==> src/rtl/counter_rate_meter.sv <==
// Windowed rate meter: samples a clk-domain binary counter every WINDOW cycles and
// streams the modular per-window increment with a plausibility flag, running max and overrun.
module counter_rate_meter #(
    parameter int unsigned     BITS      = 32,
    parameter int unsigned     WINDOW    = 1024,
    parameter logic [BITS-1:0] MAX_DELTA = {1'b0, {(BITS-1){1'b1}}}
) (
    input  logic            clk,
    input  logic            rst_n,
    input  logic            en,
    input  logic [BITS-1:0] counter_in,
    input  logic            max_clr,
    output logic            rate_valid,
    input  logic            rate_ready,
    output logic [BITS-1:0] rate_data,
    output logic            rate_err,
    output logic [BITS-1:0] rate_max,
    output logic            overrun
);

    localparam int unsigned  TW         = (WINDOW > 2) ? $clog2(WINDOW) : 1;
    localparam logic [TW-1:0] TIMER_LAST = TW'(WINDOW - 1);

    typedef enum logic {
        IDLE = 1'b0,
        RUN  = 1'b1
    } state_e;

    state_e          state_q, state_d;
    logic [TW-1:0]   timer_q, timer_d;
    logic [BITS-1:0] prev_q, prev_d;
    logic            tick_q, tick_d;
    logic [BITS-1:0] delta_q, delta_d;
    logic            derr_q, derr_d;
    logic            valid_q, valid_d;
    logic [BITS-1:0] data_q, data_d;
    logic            err_q, err_d;
    logic [BITS-1:0] max_q, max_d;
    logic            ovr_q, ovr_d;
    logic [BITS-1:0] sample_delta;

    // State register
    always_ff @(posedge clk or negedge rst_n) begin
        if (!rst_n) begin
            state_q <= IDLE;
        end else begin
            state_q <= state_d;
        end
    end

    // Next-state logic
    always_comb begin
        state_d = state_q;
        case (state_q)
            IDLE:    if (en)  state_d = RUN;
            RUN:     if (!en) state_d = IDLE;
            default: state_d = IDLE;
        endcase
    end

    // Datapath next values: window timer, tick capture, then output/handshake stage
    always_comb begin
        timer_d      = timer_q;
        prev_d       = prev_q;
        tick_d       = 1'b0;
        delta_d      = delta_q;
        derr_d       = derr_q;
        valid_d      = valid_q;
        data_d       = data_q;
        err_d        = err_q;
        max_d        = max_q;
        ovr_d        = ovr_q;
        sample_delta = counter_in - prev_q;

        case (state_q)
            IDLE: begin
                if (en) begin
                    prev_d  = counter_in;
                    timer_d = '0;
                end
            end
            RUN: begin
                if (!en) begin
                    timer_d = '0;
                end else if (timer_q == TIMER_LAST) begin
                    tick_d  = 1'b1;
                    delta_d = sample_delta;
                    derr_d  = (sample_delta > MAX_DELTA);
                    prev_d  = counter_in;
                    timer_d = '0;
                end else begin
                    timer_d = TW'(timer_q + 1'b1);
                end
            end
            default: timer_d = '0;
        endcase

        if (valid_q && rate_ready) valid_d = 1'b0;
        if (max_clr) begin
            max_d = '0;
            ovr_d = 1'b0;
        end
        // A captured tick loads one cycle later; it overrides any coincident clear
        if (tick_q) begin
            valid_d = 1'b1;
            data_d  = delta_q;
            err_d   = derr_q;
            if (valid_q && !rate_ready) ovr_d = 1'b1;
            if (!derr_q && (max_clr || (delta_q > max_q))) max_d = delta_q;
        end
    end

    always_ff @(posedge clk or negedge rst_n) begin
        if (!rst_n) begin
            timer_q <= '0;
            prev_q  <= '0;
            tick_q  <= 1'b0;
            delta_q <= '0;
            derr_q  <= 1'b0;
            valid_q <= 1'b0;
            data_q  <= '0;
            err_q   <= 1'b0;
            max_q   <= '0;
            ovr_q   <= 1'b0;
        end else begin
            timer_q <= timer_d;
            prev_q  <= prev_d;
            tick_q  <= tick_d;
            delta_q <= delta_d;
            derr_q  <= derr_d;
            valid_q <= valid_d;
            data_q  <= data_d;
            err_q   <= err_d;
            max_q   <= max_d;
            ovr_q   <= ovr_d;
        end
    end

    assign rate_valid = valid_q;
    assign rate_data  = data_q;
    assign rate_err   = err_q;
    assign rate_max   = max_q;
    assign overrun    = ovr_q;

endmodule

==> config.mk <==
export PLATFORM = sky130hd
export DESIGN_NAME = counter_rate_meter
export DESIGN_NICKNAME = d
export VERILOG_FILES = /design/src/rtl/counter_rate_meter.sv
export SDC_FILE = /design/constraint.sdc
export NUM_CORES = 1
export LEC_CHECK = 0
export CELL_PAD_IN_SITES_DETAIL_PLACEMENT = 2
export CELL_PAD_IN_SITES_GLOBAL_PLACEMENT = 2
export CORE_AREA = 2 2 141 157
export DETAILED_ROUTE_END_ITERATION = 6
export DIE_AREA = 0 0 143 159
export GPL_TIMING_DRIVEN = 0
export PLACE_DENSITY_LB_ADDON = 0.1
export SLEW_MARGIN = 0
export SYNTH_ARGS = -nofsm -noshare
export SYNTH_HDL_FRONTEND = slang
export SYNTH_SLANG_ARGS = --single-unit
==> constraint.sdc <==
create_clock -name clk -period 4.7 [get_ports clk]
set_input_delay 0.94 -clock clk [delete_from_list [all_inputs] [get_ports clk]]
set_output_delay 0.94 -clock clk [all_outputs]
set_load 0.01 [all_outputs]
# Yosys cells after proc, flatten, opt, wreduce, memory -nomap -nowiden
# Index checks and enable logic that the tools add are counted.
[totals]
reg_bits = 144
latchBits = 0
mem_bits_rw = 0
mem_bits_ro = 0
input_bits = 37
out_inout_bits = 67
wordCells = 49
n_memories = 0
[op_classes]
addsub = 2
mul = 0
div_mod_pow = 0
order_cmp = 2
n_eq_ne = 4
n_shift = 0
mux = 20
bitwise = 1
n_reduce_logical = 9
[op_table]
columns = ["operator", "count"]
rows = [
  ["32-bit 2-to-1 mux", 6],
  ["32-bit case mux with 2 select lines", 1],
  ["32-bit by 31-bit > comparator with 1-bit output, second input constant", 1],
  ["32-bit > comparator", 1],
  ["32-bit subtractor", 1],
  ["10-bit 2-to-1 mux", 3],
  ["10-bit case mux with 2 select lines", 1],
  ["10-bit by 1-bit adder with 10-bit output, second input constant", 1],
  ["10-bit equality test, second input constant", 1],
  ["1-bit 2-to-1 mux", 9],
  ["3-bit AND reduction", 2],
  ["2-bit inequality test, second input constant", 2],
  ["1-bit logical AND", 3],
  ["1-bit logical NOT", 2],
  ["2-bit by 1-bit inequality test with 1-bit output, second input constant", 1],
  ["2-bit nonzero test", 1],
  ["1-bit logical OR", 1],
  ["1-bit NOT", 1],
]

# Logic depth before layout (Yosys ltp)
[logic_depth]
ltp_word = 5
depth_mapped = 11
ltp_nobuf = 11

# Worst setup path before layout
# OpenSTA, ideal clock, no wires.
[synth_timing]
path_kind = "input -> register"
from = "input port counter_in[0]"
to = "register delta_q[14]"
t_arrival_ns = 2.797
required_ns = 4.571
path_slack_ns = 1.774
path_stages = 11
path_buffers = 0
cell_sequence = "inv_1 > ha_1 > fa_1 > and2b_1 > o31ai_1 > a22oi_1 > a31oi_1 > o21ai_1 > a31oi_1 > xor2_1 > o21ai_1"
[synth_between]
elab_chain_len = 1
[synth_rtl]
columns = ["element", "line", "text"]
rows = [
  ["start: declaration", "11", "input logic [BITS-1:0] counter_in,"],
  ["32-bit subtractor", "73", "sample_delta = counter_in - prev_q;"],
  ["end signal: assignment", "129", "delta_q <= delta_d;"],
  ["end: declaration", "33", "logic [BITS-1:0] delta_q, delta_d;"],
]
# Every way passes these cells.
# A chain may end at the register's enable or synchronous reset.

# Worst setup path in the final report
[layout_timing]
from = "input port counter_in[0]"
to = "register delta_q[26]"
# The elaborated chain is that of the path after synthesis.

==> flow_summary.yaml <==
cells_and_area:
  layout_commonest_cell: "dfrtp_1"
  fin_nets: 1023
  syn_to_final_growth_pct: 25.0
  fin_cells: 1224
  final_layout_size_suffix_gt1_share_pct: 16.0
  antenna_cells: 0
  fillers: 2203
  layout_common_cells: "144 x dfrtp_1, 101 x clkdlybuf4s50_1, 95 x mux2_2"
cts:
  cts_root_buf: "clkbuf_16"
  cts_tree: "built"
  clock_sinks: 144
  postCtsSetupRepairBufs: 0
  path_clk_slew_ns: 0.07
  clock_path_buffers: 2
  h-tree-depth: 4
  cts-resized-gates: 0
  numCtsBuffers: 17
  clk_latency_ns: 0.44
  ctsHoldBuffers: 0
power_and_ir_drop:
  p_comb_share_pct: 19.3
  clock_power_share_pct: 42.6
  p_leak_nw: 4.78
  irDropWorstVdd_v: 0.000267
  p_sw_share_pct: 29.6
  p_sw_mw: 1.01
  seqPwrFrac_pct: 38.1
  p_total_mw: 3.42
  power_density_nw_per_um2: 336
  power.internal_mw: 2.41
yosys:
  synth-compound-area-share_pct: 12.8
  synthArstFlopShare_pct: 100
  synth_edf_count: 0
  synth_cell_types: 56
  avgSynthCellArea_um2: 10.2
  synth_warnings: 0
  ys_ff_latch: 144
  synthSimpleGateAreaFrac_pct: 10.8
  ys_top_cells_by_area: "dfrtp_1 44%, mux2_2 13%, ha_1 9.8%"
  synth_nets: 901
  synth_cells: 799
  syn_area_um2: 8140
  netlist.top_cell.by_area: "dfrtp_1"
  synth_xor_area_share_pct: 3.45
  synthAdderAreaFrac_pct: 10.1
  synth.top_cell.area_share_pct: 44.3
  ys.flop_type: "dfrtp_1"
  synth_mux_area_share_pct: 13.4
  synth_top_family_by_area: "multiplexers"
  synth-seq-area-share_pct: 44.3
placed_design:
  portBuffers: 102
  dp_hpwl_um: 17700
  gp_congestion: 0.806
  place_ws_ns: 0.638
  placed_cells: 1192
routing:
  drcViolationCount: 0
  wire_per_inst_um: 18.9
  routed_via_density: 5.18
  wl_um: 23100
  dr.pass1.iters: 4
  drtIter0Drc: 134
  ant_nets: 0
  dr_total_vias: 6342
run:
  cap_viol_max_count: 0
critical_path:
  r2r_end: "delta_q[26]"
  crit_type: "in2reg"
  reg2reg_depth: 10
  cp.required_ns: 5.01
  cp_max_fo: 4
  reg2reg_from: "prev_q[0]"
  startpoint_type: "primary input"
  cp-end-kind: "register"
  ff2ff_setup_slack_ns: 1.76
  arrival_ns: 3.94
global_routing:
  grt.total_usage_pct: 21.3
  gr-total-overflow: 0
  grt_pass1_vias: 7083
  grt_pass1_wl_um: 38100
  antenna_found_initial: 0
  grt_max_degree: 82
die:
  initial_core_util_pct: 38.6
  dieArea_um2: 22700
  rows: 56
  core_area_um2: 21100
  die_h_um: 159
  boundaryPins: 104
  die_width_um: 143
sta:
  rsz0062_at_grt: "false"
  hold_violations: 0
  setup_viol: 0
  fin_crit_ns: 3.63
  min_period_over_period_pct: 77.2
  tightest_slew_ns: 0.662
  maxSlewHeadroom_pct: 55.7
  fin_ws_ns: 1.07
  fin_hold_ws_ns: 0.478
  skew_ns: 0.0164
  final_max_slew_viol_count: 0
  max_freq_mhz: 276
run_status:
  outcome: "completed"
hold_path:
  hold_path.class: "in2async"
[flip-flops by register name, indices dropped and copies added (netlist names)]
name	flops
rate_max	32
rate_err	1
derr_q	1
delta_q	32
tick_q	1
prev_q	32
timer_q	10
rate_data	32
state_q	1
rate_valid	1
overrun	1
[Yosys cell counts (11+ instances only)]
cell type and n:
nor2_1 57, nand2_1 71, a21oi_1 37, xnor2_1 19
o21ai_0 58, inv_1 74, mux2_2 95, nand3_1 15
nand4_1 11, a21o_1 21, dfrtp_1 144, clkbuf_1 18
ha_1 64, and3_1 11, xor2_1 13
[cell families (layout without fill, tap and decap cells)]
group,after synthesis,count (layout)
AND/OR/NAND/NOR,192,192
AO/OA/AOI/OAI,166,166
flip-flops,144,144
buffers and inverters,103,238
multiplexers,97,97
adder cells (fa/ha/maj),65,65
XOR/XNOR,32,32
[cell type report]
| cell class | count | area [um^2] | area share (%) |
|---|---|---|---|
| Buffer | 29 | 145 | 1.43 |
| Multi-Input combinational cell | 552 | 4110 | 40.4 |
| Tap cell | 290 | 363 | 3.57 |
| Clock buffer | 19 | 443 | 4.36 |
| Sequential cell | 144 | 3600 | 35.4 |
| Timing Repair Buffer | 103 | 1050 | 10.3 |
| Clock inverter | 13 | 179 | 1.76 |
| Inverter | 74 | 278 | 2.73 |
[worst max-delay path, stage by stage]
cell and delay [ns]:
clkdlybuf4s50_1 0.41, inv_1 0.11, ha_1 0.20, fa_1 0.21, and2b_1 0.21, o31ai_1 0.55
a21o_1 0.30, a21oi_1 0.13, o31ai_1 0.48, nand2_1 0.14, xnor2_1 0.17, o21ai_0 0.09
[power groups by stage]
stage	combinational, mW	sequential (mW)	clock (mW)
finish	0.662	1.30	1.46
detailed placement	0.658	1.33	0
global route	0.738	1.31	1.53
global placement	0.629	1.32	0
floorplan	0.445	1.32	0
CTS	0.670	1.30	1.49
[through the flow]
stage          util, %  setup TNS, ns  area (um^2)
2_1_floorplan        -              0         8140
3_3_place_gp      45.1        -460.72         9520
3_5_place_dp      45.3              0         9550
4_1_cts           48.2              0        10200
5_1_grt           48.2              0        10200
6_report          48.2              0        10200
[per-layer routing]
metal / up-vias / GRT usage [%] / share of wire, %
met2: 95 / 37.6 / 52
met4: 0 / 5.04 / 1.1
met1: 3217 / 27.3 / 44
met3: 23 / 3.37 / 2.6
met5: - / 0 / 0
li1: 3007 / - / -
[worst max path at each step]
| stage | slack [ns] | to | from | cells past startpoint |
|---|---|---|---|---|
| global route | 0.80 | delta_q[26] | counter_in[0] | 12 |
| global placement | -3.21 | prev_q[25] | rst_n | 1 |
| floorplan | 1.77 | delta_q[14] | counter_in[0] | 11 |
| finish | 1.07 | delta_q[26] | counter_in[0] | 12 |
| detailed placement | 0.64 | delta_q[26] | counter_in[0] | 12 |
| CTS | 1.07 | delta_q[26] | counter_in[0] | 12 |
No activity file was read; power rests on OpenSTA's default activity.
